==> src/rtl/wb_register_file.sv <==
// ---------------------------------------------------------------------------
// wb_register_file
//
// Write-back stage and architectural register file of the five-stage
// pipeline. It commits write-back results into eight 16-bit general
// registers (R0-R7), the stack pointer and the registered output port.
// It serves two combinational read ports to the decode stage, and it keeps a
// free-running 16-bit count of committed write-back cycles for debug.
//
// Optional feature: define WB_BYPASS_EN to forward a same-cycle REG_WRITE
// result onto any read port whose address matches the destination index.
// Left undefined, read ports always show stored contents.
//
// Parameters:
//   NUMBER_CONTROL_SIGNALS  width of the control bus (>= 3)
//   SP_RESET                stack pointer value after reset
//
// Ports:
//   clk                 in   rising-edge clock
//   reset               in   asynchronous active-low reset
//   control_signals_IN  in   bit0 REG_WRITE, bit1 SP_WRITE, bit2 OUT_WRITE
//   result_IN           in   value for a general register / output port
//   reg_dst_num_IN      in   destination general register index
//   sp_IN               in   new stack pointer value
//   rd_addr_a/b         in   read port indices
//   rd_data_a/b         out  read port data
//   sp_OUT              out  current stack pointer
//   out_port            out  registered output port
//   wb_count            out  committed write-back cycle count (wraps)
// ---------------------------------------------------------------------------
module wb_register_file #(
    parameter int          NUMBER_CONTROL_SIGNALS = 5,
    parameter logic [15:0] SP_RESET               = 16'h03FF
) (
    input  logic                              clk,
    input  logic                              reset,
    input  logic [NUMBER_CONTROL_SIGNALS-1:0] control_signals_IN,
    input  logic [15:0]                       result_IN,
    input  logic [2:0]                        reg_dst_num_IN,
    input  logic [15:0]                       sp_IN,
    input  logic [2:0]                        rd_addr_a,
    output logic [15:0]                       rd_data_a,
    input  logic [2:0]                        rd_addr_b,
    output logic [15:0]                       rd_data_b,
    output logic [15:0]                       sp_OUT,
    output logic [15:0]                       out_port,
    output logic [15:0]                       wb_count
);

    logic [15:0] r_regs [8];
    logic [15:0] r_sp;
    logic [15:0] r_out_port;
    logic [15:0] r_wb_count;

    logic w_reg_write;
    logic w_sp_write;
    logic w_out_write;
    logic w_any_write;

    assign w_reg_write = control_signals_IN[0];
    assign w_sp_write  = control_signals_IN[1];
    assign w_out_write = control_signals_IN[2];
    assign w_any_write = w_reg_write | w_sp_write | w_out_write;

    // Reserved control bits carry no meaning here; collect them so they are
    // visibly consumed.
    generate
        if (NUMBER_CONTROL_SIGNALS > 3) begin : g_reserved
            logic w_unused_ctrl;
            assign w_unused_ctrl = ^control_signals_IN[NUMBER_CONTROL_SIGNALS-1:3];
        end
    endgenerate

    always_ff @(posedge clk or negedge reset) begin
        if (!reset) begin
            for (int i = 0; i < 8; i++) begin
                r_regs[i] <= 16'h0000;
            end
            r_sp       <= SP_RESET;
            r_out_port <= 16'h0000;
            r_wb_count <= 16'h0000;
        end else begin
            if (w_reg_write) begin
                r_regs[reg_dst_num_IN] <= result_IN;
            end
            if (w_sp_write) begin
                r_sp <= sp_IN;
            end
            if (w_out_write) begin
                r_out_port <= result_IN;
            end
            // Natural 16-bit rollover gives the silent wrap.
            if (w_any_write) begin
                r_wb_count <= r_wb_count + 16'd1;
            end
        end
    end

`ifdef WB_BYPASS_EN
    logic w_byp_a;
    logic w_byp_b;

    // Forwarding is gated by reset so reads show the cleared array while
    // reset is held low.
    assign w_byp_a   = reset && w_reg_write && (rd_addr_a == reg_dst_num_IN);
    assign w_byp_b   = reset && w_reg_write && (rd_addr_b == reg_dst_num_IN);
    assign rd_data_a = w_byp_a ? result_IN : r_regs[rd_addr_a];
    assign rd_data_b = w_byp_b ? result_IN : r_regs[rd_addr_b];
`else
    assign rd_data_a = r_regs[rd_addr_a];
    assign rd_data_b = r_regs[rd_addr_b];
`endif

    assign sp_OUT   = r_sp;
    assign out_port = r_out_port;
    assign wb_count = r_wb_count;

endmodule

==> config.mk <==
export PLATFORM = sky130hd
export DESIGN_NAME = wb_register_file
export DESIGN_NICKNAME = d
export VERILOG_FILES = /design/src/rtl/wb_register_file.sv
export SDC_FILE = /design/constraint.sdc
export NUM_CORES = 1
export LEC_CHECK = 0
export BUFFER_PORTS_ARGS = -buffer_cell sky130_fd_sc_hd__buf_2
export CORE_UTILIZATION = 58
export DETAILED_ROUTE_END_ITERATION = 10
export GPL_ROUTABILITY_DRIVEN = 0
export GPL_TIMING_DRIVEN = 1
export PLACE_DENSITY = 0.81
export SYNTH_ARGS = -nofsm -noshare
export SYNTH_HDL_FRONTEND = slang
export SYNTH_SLANG_ARGS = --single-unit
==> constraint.sdc <==
create_clock -name clk -period 1.85 [get_ports clk]
set_clock_uncertainty 0.1 [all_clocks]
set_input_delay 0.0925 -clock clk [delete_from_list [all_inputs] [get_ports clk]]
set_output_delay 0.0925 -clock clk [all_outputs]
set_load 0.005 [all_outputs]
Word level (Yosys, flattened, before mapping)
Cells that the tools add are included.

Bits in registers: 176. Input bits: 48. Output and inout bits: 80.

Bitwise logic cells: 5. Magnitude comparators: 4. Add/sub/neg operators: 1. Multiplexer cells: 9. Reduce and logical (&&, ||, !) cells: 1.

Operator list (count): $bwmux 128 (1); $bmux 16 s3 (2); $mux 16 (5); $demux 16 s3 (1); $add 16x1->16 const B (1); $ge 4x4->1 const B (3); $not 3->4 (3); $lt 4x1->1 const B (1); $or 1x1->1 (2); $logic_and 1x1->1 (1).

Logic depth before layout (Yosys ltp)
Gate-level depths: netlist of run 1.

Depth in word-level cells: 6. Gate-level depth with buffers: 5.

Worst setup path after synthesis of run 1
No wires, ideal clock.

Path kind: register to register. Start point: register r_wb_count[0] (netlist: wb_count[0]). End point: register r_wb_count[12] (netlist: wb_count[12]). Buffers on the path: 0. Arrival time: 1.313 ns. Clock period less this slack: 1.492 ns. Path slack: 0.358 ns. Data required time: 1.671 ns. Cell stages (with the launch flop): 6. Path through: dfrtp_1 > ha_1 > o31ai_1 > or2_2 > nor3_1 > xor2_1.

Longest elaborated chain between the ends: 1.

Ends and longest elaborated chain: start, declared (RTL line 53) `logic [15:0] r_wb_count;`; start signal, assigned (RTL line 94) `r_wb_count <= r_wb_count + 16'd1;`; $add 16x1->16 (RTL line 94).

Every way passes these cells. A chain may end at the register's enable or synchronous reset.

Worst setup path in the final report of run 1
Start point: register r_regs[64] (netlist bit). End point: output port rd_data_a[0].

Longest elaborated chain between the ends: 3.

Ends and longest elaborated chain: start, declared (RTL line 50) `logic [15:0] r_regs [8];`; start signal, assigned by index (RTL line 84) `r_regs[reg_dst_num_IN] <= result_IN;`; $bmux 16 s3 (RTL line 110) `assign rd_data_a = r_regs[rd_addr_a];`; $mux 16 (implied by the code) (2 in a row) (RTL line 110); end, declared (RTL line 42) `output logic [15:0] rd_data_a,`.

Every way passes these cells. The select of a mux whose other input is x is not followed.

==> results of run 1 <==
==> cell usage after synthesis, types with 4 or more instances <==
master	number
sky130_fd_sc_hd__buf_2	8
sky130_fd_sc_hd__buf_4	4
sky130_fd_sc_hd__buf_6	12
sky130_fd_sc_hd__clkbuf_1	4
sky130_fd_sc_hd__clkbuf_8	6
sky130_fd_sc_hd__dfrtp_1	166
sky130_fd_sc_hd__dfstp_2	10
sky130_fd_sc_hd__mux2_2	192
sky130_fd_sc_hd__mux4_1	40
sky130_fd_sc_hd__mux4_2	20
sky130_fd_sc_hd__mux4_4	4
sky130_fd_sc_hd__nand2_1	11
sky130_fd_sc_hd__nand4_1	4
sky130_fd_sc_hd__xnor2_1	10
sky130_fd_sc_hd__xor2_1	5
==> per-layer routing <==
layer / up-vias / track usage [%]
li1: 2374 / -
met1: 2954 / 34.77
met2: 210 / 47.35
met3: 26 / 6.075
met4: 0 / 11.13
met5: - / 0
==> power groups by stage <==
stage / logic, mW / clock network, mW / registers, mW
detailed placement: 2.58 / 0 / 5.27
global placement: 2.47 / 0 / 5.14
finish: 3.15 / 3.67 / 5.26
global route: 3.37 / 3.88 / 5.35
CTS: 3.00 / 3.71 / 5.23
floorplan: 1.76 / 0 / 5.09
==> kinds of logic after synthesis <==
family                   Yosys count
XOR/XNOR                          15
adder cells (fa/ha/maj)            1
buffers and inverters             34
AND/OR/NAND/NOR                   38
flip-flops                       176
AO/OA/AOI/OAI                      1
multiplexers                     256
==> through the flow <==
step / setup TNS (ps) / util [%] / setup slack [ps]
final: -2046 / 74.43 / -178.9
after detailed placement: 0 / 66.29 / 87.19
after CTS: -2485 / 73.58 / -203.2
after global placement: 0 / 66.29 / 126.9
after global routing: -3464 / 74.43 / -229.1
after floorplan: 0 / - / 357.9
==> repair_timing <==
action,CTS,global route
buffers inserted,11,5
resized for setup,75,21
hold buffers,35,0
hold endpoints to repair,320,0
setup endpoints to repair,32,32
==> worst paths after layout <==
| kind | cells past startpoint | startpoint | endpoint | slack, ps |
|---|---|---|---|---|
| worst min-delay path | 4 | control_signals_IN[0] | wb_count[1] | 70 |
| max in group asynchronous | 3 | reset | sp_OUT[0] | 860 |
| worst min register to register | 1 | wb_count[15] | wb_count[15] | 380 |
| worst max register to register | 5 | wb_count[0] | wb_count[10] | 190 |
| worst max-delay path | 3 | r_regs[64] | rd_data_a[0] | -180 |
| min in group asynchronous | 2 | reset | r_regs[62] | 90 |
==> worst max-delay path: stages, from the launching register on <==
cell and delay, ps:
sky130_fd_sc_hd__dfrtp_1 390, sky130_fd_sc_hd__mux4_4 600, sky130_fd_sc_hd__mux2_2 290, sky130_fd_sc_hd__buf_2 130
==> cell type report <==
cell class,instances,area (µm²)
sequential,176,4417
multi-input combinational,311,4151
fill,916,3772
timing repair buffer,205,1583
clock buffer,22,464.2
tap,184,230.2
clock inverter,10,136.4
==> registers in the layout, summed over array words and instances (netlist names) <==
| register | flops |
|---|---|
| sp_OUT | 16 |
| r_regs | 128 |
| out_port | 16 |
| wb_count | 16 |
==> tab_implementation.tex, run 1 <==
\begin{tabular}{lr}
\hline
Metric & Value \\
\hline
\multicolumn{2}{l}{\textbf{Synth}} \\
Post-synthesis cell count & 521 \\
Share of async-settable or async-resettable flops after synthesis & 100.0\% \\
Adder-cell share of the synthesized area & 0.1403\% \\
Syn avg cell area & 17.11 µm² \\
Largest family of logic cells by synthesized area & multiplexers \\
Xor/xnor cell area share of the yosys netlist & 1.473\% \\
Yosys reg bits & 176 \\
Area of the mapped netlist & 8916 µm² \\
Post-synthesis cell type count & 31 \\
Synthesis warning total & 0 \\
Proportion of netlist area held by the largest area contributor & 46.59\% \\
Leading area contributor after synthesis & sky130\_fd\_sc\_hd\_\_dfrtp\_1 \\
Nets in the synthesized netlist & 570 \\
Simple-Gate Fraction of Synth Area & 3.157\% \\
Number of enable-type register cells in the synthesized netlist & 0 \\
Top FF cell, synth & sky130\_fd\_sc\_hd\_\_dfrtp\_1 \\
Multiplexer share of the synthesized area & 42.21\% \\
Leading cell types by total area after synthesis & sky130\_fd\_sc\_hd\_\_dfrtp\_1 (47\%), sky130\_fd\_sc\_hd\_\_mux2\_2 (24\%), sky130\_fd\_sc\_hd\_\_mux4\_1 (12\%) \\
Register area share after synthesis & 49.54\% \\
Synth Area in Compound Gates & 0.08420\% \\
\multicolumn{2}{l}{\textbf{Place}} \\
Quantity of I/O buffers inserted on ports & 125 \\
Standard cell area after detailed placement & 9781 µm² \\
Total instance count after detailed placement & 825 \\
Post-DP HPWL & 12850 µm \\
\multicolumn{2}{l}{\textbf{Hold path}} \\
Min-Delay Path Class & in2reg \\
\multicolumn{2}{l}{\textbf{Finish}} \\
Layout Cell Area excl Fill & 10980 µm² \\
Most common cell after layout, fill and taps aside & sky130\_fd\_sc\_hd\_\_dfrtp\_1 \\
Finished Layout Cells & 908 \\
Share of post-route cells with drive strength above 1 & 65.75\% \\
Signed area change from the synthesized netlist to the final layout & 23.17\% \\
Antenna diode count & 0 \\
Final net count & 760 \\
Highest-count cells in the layout ignoring fill and taps & sky130\_fd\_sc\_hd\_\_dfrtp\_1 (166), sky130\_fd\_sc\_hd\_\_mux2\_2 (164), sky130\_fd\_sc\_hd\_\_buf\_2 (96) \\
\multicolumn{2}{l}{\textbf{Floorplanning}} \\
Std-Cell Core Area & 14750 µm² \\
Die Width & 126.0 µm \\
Die Y & 126.0 µm \\
Total Die Area & 15870 µm² \\
Top-level I/O count & 128 \\
Rows & 44 \\
Initial cell density of the core & 60.43\% \\
\multicolumn{2}{l}{\textbf{Global route}} \\
Pin count of the biggest net entering global routing & 55 \\
Vias in the first global route & 6195 \\
GRT Util Overall & 27.80\% \\
Global-route congestion overflow total & 0 \\
Initial antenna violation count & 0 \\
First-pass GRT wire length & 32910 µm \\
\multicolumn{2}{l}{\textbf{Routing}} \\
Number of optimization iterations in the first detailed-route pass & 4 \\
Count of nets left with antenna violations after detail routing & 0 \\
Initial detailed-routing violation count & 303 \\
Met2 Wirelength & 10690 µm \\
Met1 Wirelength & 8377 µm \\
Total met3 wirelength after detailed routing & 1097 µm \\
DR WL/cell & 22.58 µm \\
Drc violations & 0 \\
Vias after detailed routing & 5564 \\
Average vias per placed instance & 6.128 \\
Top layer reached by signal wires & met4 \\
Total wire length & 20510 µm \\
\multicolumn{2}{l}{\textbf{Setup path}} \\
Kind of launch point of the worst setup path & flip-flop \\
Worst setup EP type & output port \\
Category of the most critical setup path & reg2out \\
Crit path required time & 1660 ps \\
Maximum fanout count along the critical path & 3 \\
Data arrival time of the worst path & 1840 ps \\
\multicolumn{2}{l}{\textbf{Clock network}} \\
Clock slew at the register clock pins of the worst setup and hold paths & 60 ps \\
Master cell of the clock root buffer & sky130\_fd\_sc\_hd\_\_clkbuf\_16 \\
Worst-Skew Late Latency & 430 ps \\
Clock H-tree levels & 4 \\
CTS Sinks & 176 \\
Number of CTS-inserted buffers & 17 \\
CTS tree & done \\
Clock Tree Buf Depth & 2 \\
\multicolumn{2}{l}{\textbf{Pwr}} \\
Part of the power in registers & 43.5\% \\
Total power consumption of the routed design & 12.07 mW \\
Power share of the clock group & 30.4\% \\
Int Pwr & 8.930 mW \\
Switching part of the total power & 26.02\% \\
Static Leak & 4.861 nW \\
Power density relative to cell area & 1099 nW/µm² \\
Relative contribution of combinational cells to total power & 26.1\% \\
Sw Pwr & 3.141 mW \\
Peak ir drop on the vdd network & 806.0 µV \\
\multicolumn{2}{l}{\textbf{STA}} \\
Hold slack final & 69.32 ps \\
Final count of hold timing violations & 0 \\
Number of failing setup endpoints in the final timing report & 32 \\
Clock period minus final worst setup slack & 2029 ps \\
Final period utilization & 109.7\% \\
Unrepaired setup endpoints after global routing & true \\
Fin. max-slew vios & 0 \\
Setup WS post-layout & -178.9 ps \\
Tightest slew margin relative to the limit & 47.58\% \\
Highest attainable clock frequency & 492.9 MHz \\
Worst slew pin tran & 783.4 ps \\
\multicolumn{2}{l}{\textbf{Status}} \\
Violated checks & setup timing \\
Outcome & finished with violations \\
\multicolumn{2}{l}{\textbf{Job}} \\
Max cap viols & 0 \\
\hline
\end{tabular}
Power figures use the tool's default switching activity.
==> inputs of run 2 (changes only) <==
- clock period: 1.85 -> 1.9 ns (I/O delays scaled with it)
==> tab_implementation.tex, run 2 (synthesized netlist as in run 1, its figures left out) <==
\begin{tabular}{lr}
\hline
Metric & Value \\
\hline
\multicolumn{2}{l}{\textbf{Setup path}} \\
Category of the most critical setup path & reg2out \\
Crit path required time & 1700 ps (+40 ps) \\
Worst reg2reg startpoint & wb\_count[0] \\
Register-to-register setup slack & 140 ps (-50 ps) \\
Maximum fanout count along the critical path & 3 (unchanged) \\
Reg-to-reg critical path endpoint & wb\_count[10] \\
Data arrival time of the worst path & 1830 ps (about the same) \\
Worst reg2reg path depth & 5 (unchanged) \\
Worst setup EP type & output port \\
Kind of launch point of the worst setup path & flip-flop \\
\multicolumn{2}{l}{\textbf{Clock network}} \\
Clock H-tree levels & 4 (unchanged) \\
Clock Tree Buf Depth & 2 (unchanged) \\
Number of CTS-inserted buffers & 17 (unchanged) \\
CTS tree & done \\
Clock slew at the register clock pins of the worst setup and hold paths & 70 ps (about the same) \\
CTS Sinks & 176 (unchanged) \\
Master cell of the clock root buffer & sky130\_fd\_sc\_hd\_\_clkbuf\_16 \\
Worst-Skew Late Latency & 430 ps (about the same) \\
\multicolumn{2}{l}{\textbf{Finish}} \\
Count of filler cells inserted in the layout & 930 (+1.5\%) \\
Final core occ & 73.88\% (-0.55 points) \\
Final net count & 761 (+0.13\%) \\
Antenna diode count & 0 (unchanged) \\
Max FFs per register & 128 (unchanged) \\
Share of post-route cells with drive strength above 1 & 66.21\% (+0.46 points) \\
Layout Cell Area excl Fill & 10900 µm² (-0.74\%) \\
Most common cell after layout, fill and taps aside & sky130\_fd\_sc\_hd\_\_mux2\_2 \\
Top reg by flops & r\_regs \\
Finished Layout Cells & 909 (+0.11\%) \\
Signed area change from the synthesized netlist to the final layout & 22.26\% \\
Highest-count cells in the layout ignoring fill and taps & sky130\_fd\_sc\_hd\_\_mux2\_2 (171), sky130\_fd\_sc\_hd\_\_dfrtp\_1 (166), sky130\_fd\_sc\_hd\_\_buf\_2 (103) \\
\multicolumn{2}{l}{\textbf{Place}} \\
Pre-CTS setup slack & 170.5 ps (+83.29 ps) \\
Post-DP HPWL & 12700 µm (-1.1\%) \\
Quantity of I/O buffers inserted on ports & 125 (unchanged) \\
Total instance count after detailed placement & 821 (-0.48\%) \\
Standard cell area after detailed placement & 9763 µm² (-0.18\%) \\
\multicolumn{2}{l}{\textbf{Routing}} \\
Total wire length & 20920 µm (+2.0\%) \\
Average vias per placed instance & 6.127 (about the same) \\
Drc violations & 0 (unchanged) \\
Initial detailed-routing violation count & 314 (+3.6\%) \\
Vias after detailed routing & 5569 (+0.090\%) \\
Count of nets left with antenna violations after detail routing & 0 (unchanged) \\
Number of optimization iterations in the first detailed-route pass & 4 (unchanged) \\
DR WL/cell & 23.01 µm (+1.9\%) \\
\multicolumn{2}{l}{\textbf{Floorplanning}} \\
Die Y & 126.0 µm (unchanged) \\
Top-level I/O count & 128 (unchanged) \\
Rows & 44 (unchanged) \\
Initial cell density of the core & 60.43\% (unchanged) \\
Std-Cell Core Area & 14750 µm² (unchanged) \\
Die Width & 126.0 µm (unchanged) \\
Total Die Area & 15870 µm² (unchanged) \\
\multicolumn{2}{l}{\textbf{Hold path}} \\
Number of cells on the worst hold path & 3 (-1) \\
Min-Delay Path Class & in2reg \\
Worst min-delay path endpoint & r\_regs[4] \\
Worst Min Path Start & reg\_dst\_num\_IN[0] \\
\multicolumn{2}{l}{\textbf{Status}} \\
Outcome & finished with violations \\
Violated checks & setup timing \\
\multicolumn{2}{l}{\textbf{Global route}} \\
Global-route congestion overflow total & 0 (unchanged) \\
Pin count of the biggest net entering global routing & 68 (+24\%) \\
GRT Util Overall & 28.57\% (+0.78 points) \\
First-pass GRT wire length & 34140 µm (+3.8\%) \\
Initial antenna violation count & 0 (unchanged) \\
Vias in the first global route & 6271 (+1.2\%) \\
\multicolumn{2}{l}{\textbf{STA}} \\
Fin. max-slew vios & 0 (unchanged) \\
Clock period minus final worst setup slack & 2029 ps \\
Setup WS post-layout & -128.9 ps (+49.99 ps) \\
Number of failing setup endpoints in the final timing report & 18 (-44\%) \\
Unrepaired setup endpoints after global routing & true \\
Worst slew pin tran & 742.6 ps (-40.83 ps) \\
Final period utilization & 106.8\% \\
Setup TNS after final layout & -755.3 ps (+1290 ps) \\
Final count of hold timing violations & 0 (unchanged) \\
Highest attainable clock frequency & 492.9 MHz \\
Tightest slew margin relative to the limit & 50.31\% (+2.7 points) \\
\multicolumn{2}{l}{\textbf{Pwr}} \\
Peak ir drop on the vdd network & 892.2 µV (+11\%) \\
Power density relative to cell area & 1062 nW/µm² (-3.4\%) \\
Static Leak & 4.827 nW (-0.70\%) \\
\multicolumn{2}{l}{\textbf{Job}} \\
Max cap viols & 0 (unchanged) \\
\hline
\end{tabular}
-- run 2: worst max-delay path by stage --
stage                      start            end  slack (ps)  cells after the start
4_1_cts               r_regs[79]  rd_data_a[15]        -160                      3
3_3_place_gp   reg_dst_num_IN[2]     r_regs[76]         170                      3
6_report              r_regs[79]  rd_data_a[15]        -130                      3
3_5_place_dp   reg_dst_num_IN[2]     r_regs[64]         170                      3
2_1_floorplan        wb_count[0]   wb_count[12]         410                      5
5_1_grt               r_regs[79]  rd_data_b[15]        -180                      3
-- run 2: cell type report --
cell class | instances | area, µm² | area share (%)
Tap cell | 184 | 230.2 | 2.112
Sequential cell | 176 | 4417 | 40.52
Multi-Input combinational cell | 311 | 4125 | 37.84
Timing Repair Buffer | 206 | 1559 | 14.30
Clock buffer | 18 | 439.2 | 4.029
Clock inverter | 14 | 130.1 | 1.194
-- run 2: what timing repair did --
action                                  4_1_cts  5_1_grt
buffers inserted                             12        9
hold endpoints to repair                    332        0
hold buffers                                 35        0
endpoints found under the setup margin       32       32
pin swaps                                     0        0
gates resized for setup                      71       11
cloned                                        0        0
-- run 2: per-stage QoR --
step	hold slack, ps	total power, mW
6_report	22.55	11.57
5_1_grt	26.14	12.08
4_1_cts	7.804	11.51
3_5_place_dp	-57.54	7.640
3_3_place_gp	-65.26	7.420
2_1_floorplan	-300.6	6.675
-- run 2: layer usage --
layer	up-vias	track usage [%]	routed length [µm]
li1	2385	-	-
met1	2960	36.66	8469
met2	197	49.20	10920
met3	27	5.820	1197
met4	0	8.859	333
met5	-	0	0
-- run 2: power by group --
group	leakage (nW)	internal (mW)	switching [mW]
logic	2.43	2.00	1.03
registers	2.11	4.52	0.632
clock network	0.284	1.78	1.62
-- run 2: worst max-delay path, stage by stage (launching register included) --
cell	delay (ps)
sky130_fd_sc_hd__dfrtp_1	400
sky130_fd_sc_hd__mux4_4	600
sky130_fd_sc_hd__mux2_2	290
sky130_fd_sc_hd__buf_2	130
==> inputs of run 3 (changes only) <==
- CELL_PAD_IN_SITES_DETAIL_PLACEMENT: unset -> 2
- CELL_PAD_IN_SITES_GLOBAL_PLACEMENT: unset -> 2
- CORE_UTILIZATION: 58 -> 42
- PLACE_DENSITY: 0.81 -> unset
- PLACE_DENSITY_LB_ADDON: unset -> 0.1
==> tab_implementation.tex, run 3 (synthesized netlist as in run 1, its figures left out) <==
\begin{tabular}{lr}
\hline
Metric & Value \\
\hline
\multicolumn{2}{l}{\textbf{Setup path}} \\
Register-to-register setup slack & 190 ps (+50 ps) \\
CP Cell Sequence & mux4\_4 -> mux2\_4 -> buf\_6 \\
Highest cell delay on the worst timing path & 610 ps (about the same) \\
Worst setup EP type & output port \\
Slowest CP cell & sky130\_fd\_sc\_hd\_\_mux4\_4 \\
Maximum fanout count along the critical path & 3 (unchanged) \\
Crit path required time & 1700 ps (about the same) \\
Category of the most critical setup path & reg2out \\
Count of buffering cells on the critical path with inverters included & 1 (unchanged) \\
Kind of cell with the highest combined delay on the critical path & multiplexers \\
Data arrival time of the worst path & 1860 ps (+30 ps) \\
Kind of launch point of the worst setup path & flip-flop \\
\multicolumn{2}{l}{\textbf{Hold path}} \\
Min-Delay Path Class & in2reg \\
\multicolumn{2}{l}{\textbf{STA}} \\
Tightest slew margin relative to the limit & 57.07\% (+6.8 points) \\
Final period utilization & 108.0\% (+1.3 points) \\
Setup TNS after final layout & -1107 ps (-351.6 ps) \\
Number of failing setup endpoints in the final timing report & 24 (+6) \\
Setup WS post-layout & -152.8 ps (-23.95 ps) \\
Worst slew pin tran & 644.0 ps (-98.64 ps) \\
Clock period minus final worst setup slack & 2053 ps (+23.95 ps) \\
Highest attainable clock frequency & 487.1 MHz (-1.2\%) \\
Fin. max-slew vios & 0 (unchanged) \\
Hold slack final & 28.82 ps (+6.269 ps) \\
Final count of hold timing violations & 0 (unchanged) \\
Unrepaired setup endpoints after global routing & true \\
\multicolumn{2}{l}{\textbf{Clock network}} \\
Clock H-tree levels & 4 (unchanged) \\
CTS Sinks & 176 (unchanged) \\
Worst-Skew Late Latency & 430 ps (about the same) \\
Master cell of the clock root buffer & sky130\_fd\_sc\_hd\_\_clkbuf\_16 \\
Clock slew at the register clock pins of the worst setup and hold paths & 70 ps (about the same) \\
CTS tree & done \\
Number of CTS-inserted buffers & 17 (unchanged) \\
Clock Tree Buf Depth & 2 (unchanged) \\
\multicolumn{2}{l}{\textbf{Pwr}} \\
Peak ir drop on the vdd network & 588.4 µV (-34\%) \\
Power density relative to cell area & 1052 nW/µm² (-0.95\%) \\
Total power consumption of the routed design & 11.60 mW (+0.20\%) \\
Static Leak & 4.820 nW (-0.15\%) \\
\multicolumn{2}{l}{\textbf{Finish}} \\
Max FFs per register & 128 (unchanged) \\
Layout Cell Area excl Fill & 11030 µm² (+1.2\%) \\
Register area & 4417 µm² (unchanged) \\
Finished Layout Cells & 993 (+9.2\%) \\
Antenna diode count & 0 (unchanged) \\
Signed area change from the synthesized netlist to the final layout & 23.67\% \\
Highest-count cells in the layout ignoring fill and taps & sky130\_fd\_sc\_hd\_\_mux2\_2 (177), sky130\_fd\_sc\_hd\_\_dfrtp\_1 (166), sky130\_fd\_sc\_hd\_\_buf\_2 (109) \\
Final net count & 759 (-0.26\%) \\
Count of filler cells inserted in the layout & 1880 (+100\%) \\
Multi-input combinational cell area & 4124 µm² (about the same) \\
Most common cell after layout, fill and taps aside & sky130\_fd\_sc\_hd\_\_mux2\_2 \\
Share of post-route cells with drive strength above 1 & 65.56\% (-0.65 points) \\
Final core occ & 53.80\% (-20 points) \\
Top reg by flops & r\_regs \\
\multicolumn{2}{l}{\textbf{Global route}} \\
First-pass GRT wire length & 38820 µm (+14\%) \\
Initial antenna violation count & 0 (unchanged) \\
Vias in the first global route & 6413 (+2.3\%) \\
Global-route congestion overflow total & 0 (unchanged) \\
Pin count of the biggest net entering global routing & 54 (-21\%) \\
GRT Util Overall & 24.24\% (-4.3 points) \\
\multicolumn{2}{l}{\textbf{Floorplanning}} \\
Total Die Area & 21820 µm² (+37\%) \\
Rows & 52 (+18\%) \\
Initial cell density of the core & 43.50\% (-17 points) \\
Die Width & 147.7 µm (+17\%) \\
Die Y & 147.7 µm (+17\%) \\
Std-Cell Core Area & 20490 µm² (+39\%) \\
Top-level I/O count & 128 (unchanged) \\
\multicolumn{2}{l}{\textbf{Routing}} \\
Number of optimization iterations in the first detailed-route pass & 6 (+2) \\
Vias after detailed routing & 5571 (+0.036\%) \\
Average vias per placed instance & 5.610 (-8.4\%) \\
Initial detailed-routing violation count & 218 (-31\%) \\
Drc violations & 0 (unchanged) \\
Count of nets left with antenna violations after detail routing & 0 (unchanged) \\
DR WL/cell & 25.15 µm (+9.3\%) \\
Total wire length & 24980 µm (+19\%) \\
\multicolumn{2}{l}{\textbf{Job}} \\
Max cap viols & 0 (unchanged) \\
\multicolumn{2}{l}{\textbf{Place}} \\
Total instance count after detailed placement & 909 (+11\%) \\
Standard cell area after detailed placement & 9967 µm² (+2.1\%) \\
Pre-CTS setup slack & 129.8 ps (-40.64 ps) \\
Quantity of I/O buffers inserted on ports & 125 (unchanged) \\
Post-DP HPWL & 15300 µm (+20\%) \\
\multicolumn{2}{l}{\textbf{Status}} \\
Outcome & finished with violations \\
Violated checks & setup timing \\
\hline
\end{tabular}
[run 3: cell count changes in the layout (fill, tap and decap cells not counted), sizes merged]
cell         previous run  this run
clkinv                  2         9
bufinv                  0         1
dlygate4sd3            35        34
inv                    12         0
clkinvlp                0         2
buf                   171       170
clkbuf                 18        20
[run 3: worst paths after layout]
| path | from | endpoint | cells after the start |
|---|---|---|---|
| setup / recovery | r_regs[80] | rd_data_b[0] | 3 |
| hold / removal | control_signals_IN[2] | out_port[5] | 2 |
| setup reg to reg | wb_count[0] | wb_count[10] | 5 |
| hold reg to reg | wb_count[15] | wb_count[15] | 1 |
| max in group asynchronous | reset | sp_OUT[4] | 3 |
| min in group asynchronous | reset | out_port[13] | 2 |
[run 3: timing repair]
item,in CTS,in global routing
buffers inserted,12,6
endpoints found under the hold margin,253,0
hold buffers,34,0
endpoints found under the setup margin,32,32
resized for setup,61,5
[run 3: final cells by class]
cell class                 count  share of cell area, %
sequential                   176                  40.05
multi-input combinational    311                  37.40
timing repair buffer         204                  14.32
clock inverter                12                  1.021
tap                          270                  3.064
clock buffer                  20                  4.142
[run 3: power by group]
part	internal, mW	switching (mW)	leakage [nW]
combinational	1.93	1.07	2.44
sequential	4.52	0.635	2.11
clock	1.88	1.56	0.276
total	8.32	3.27	4.82
[run 3: worst register-to-register path: cells and delay by family (launching register included)]
| kind | cells | cell delay (ps) |
|---|---|---|
| DFF | 1 | 430 |
| AOI/OAI and AO/OA | 1 | 130 |
| xor gates and xnor gates | 1 | 150 |
| and+or+nand+nor | 2 | 640 |
| adders and majority gates | 1 | 180 |
[run 3: layer usage]
metal / GRT usage [%] / wire length (µm)
met1: 30.82 / 10740
met5: 0 / 0
met4: 6.031 / 257
met3: 4.043 / 776
met2: 43.02 / 13200
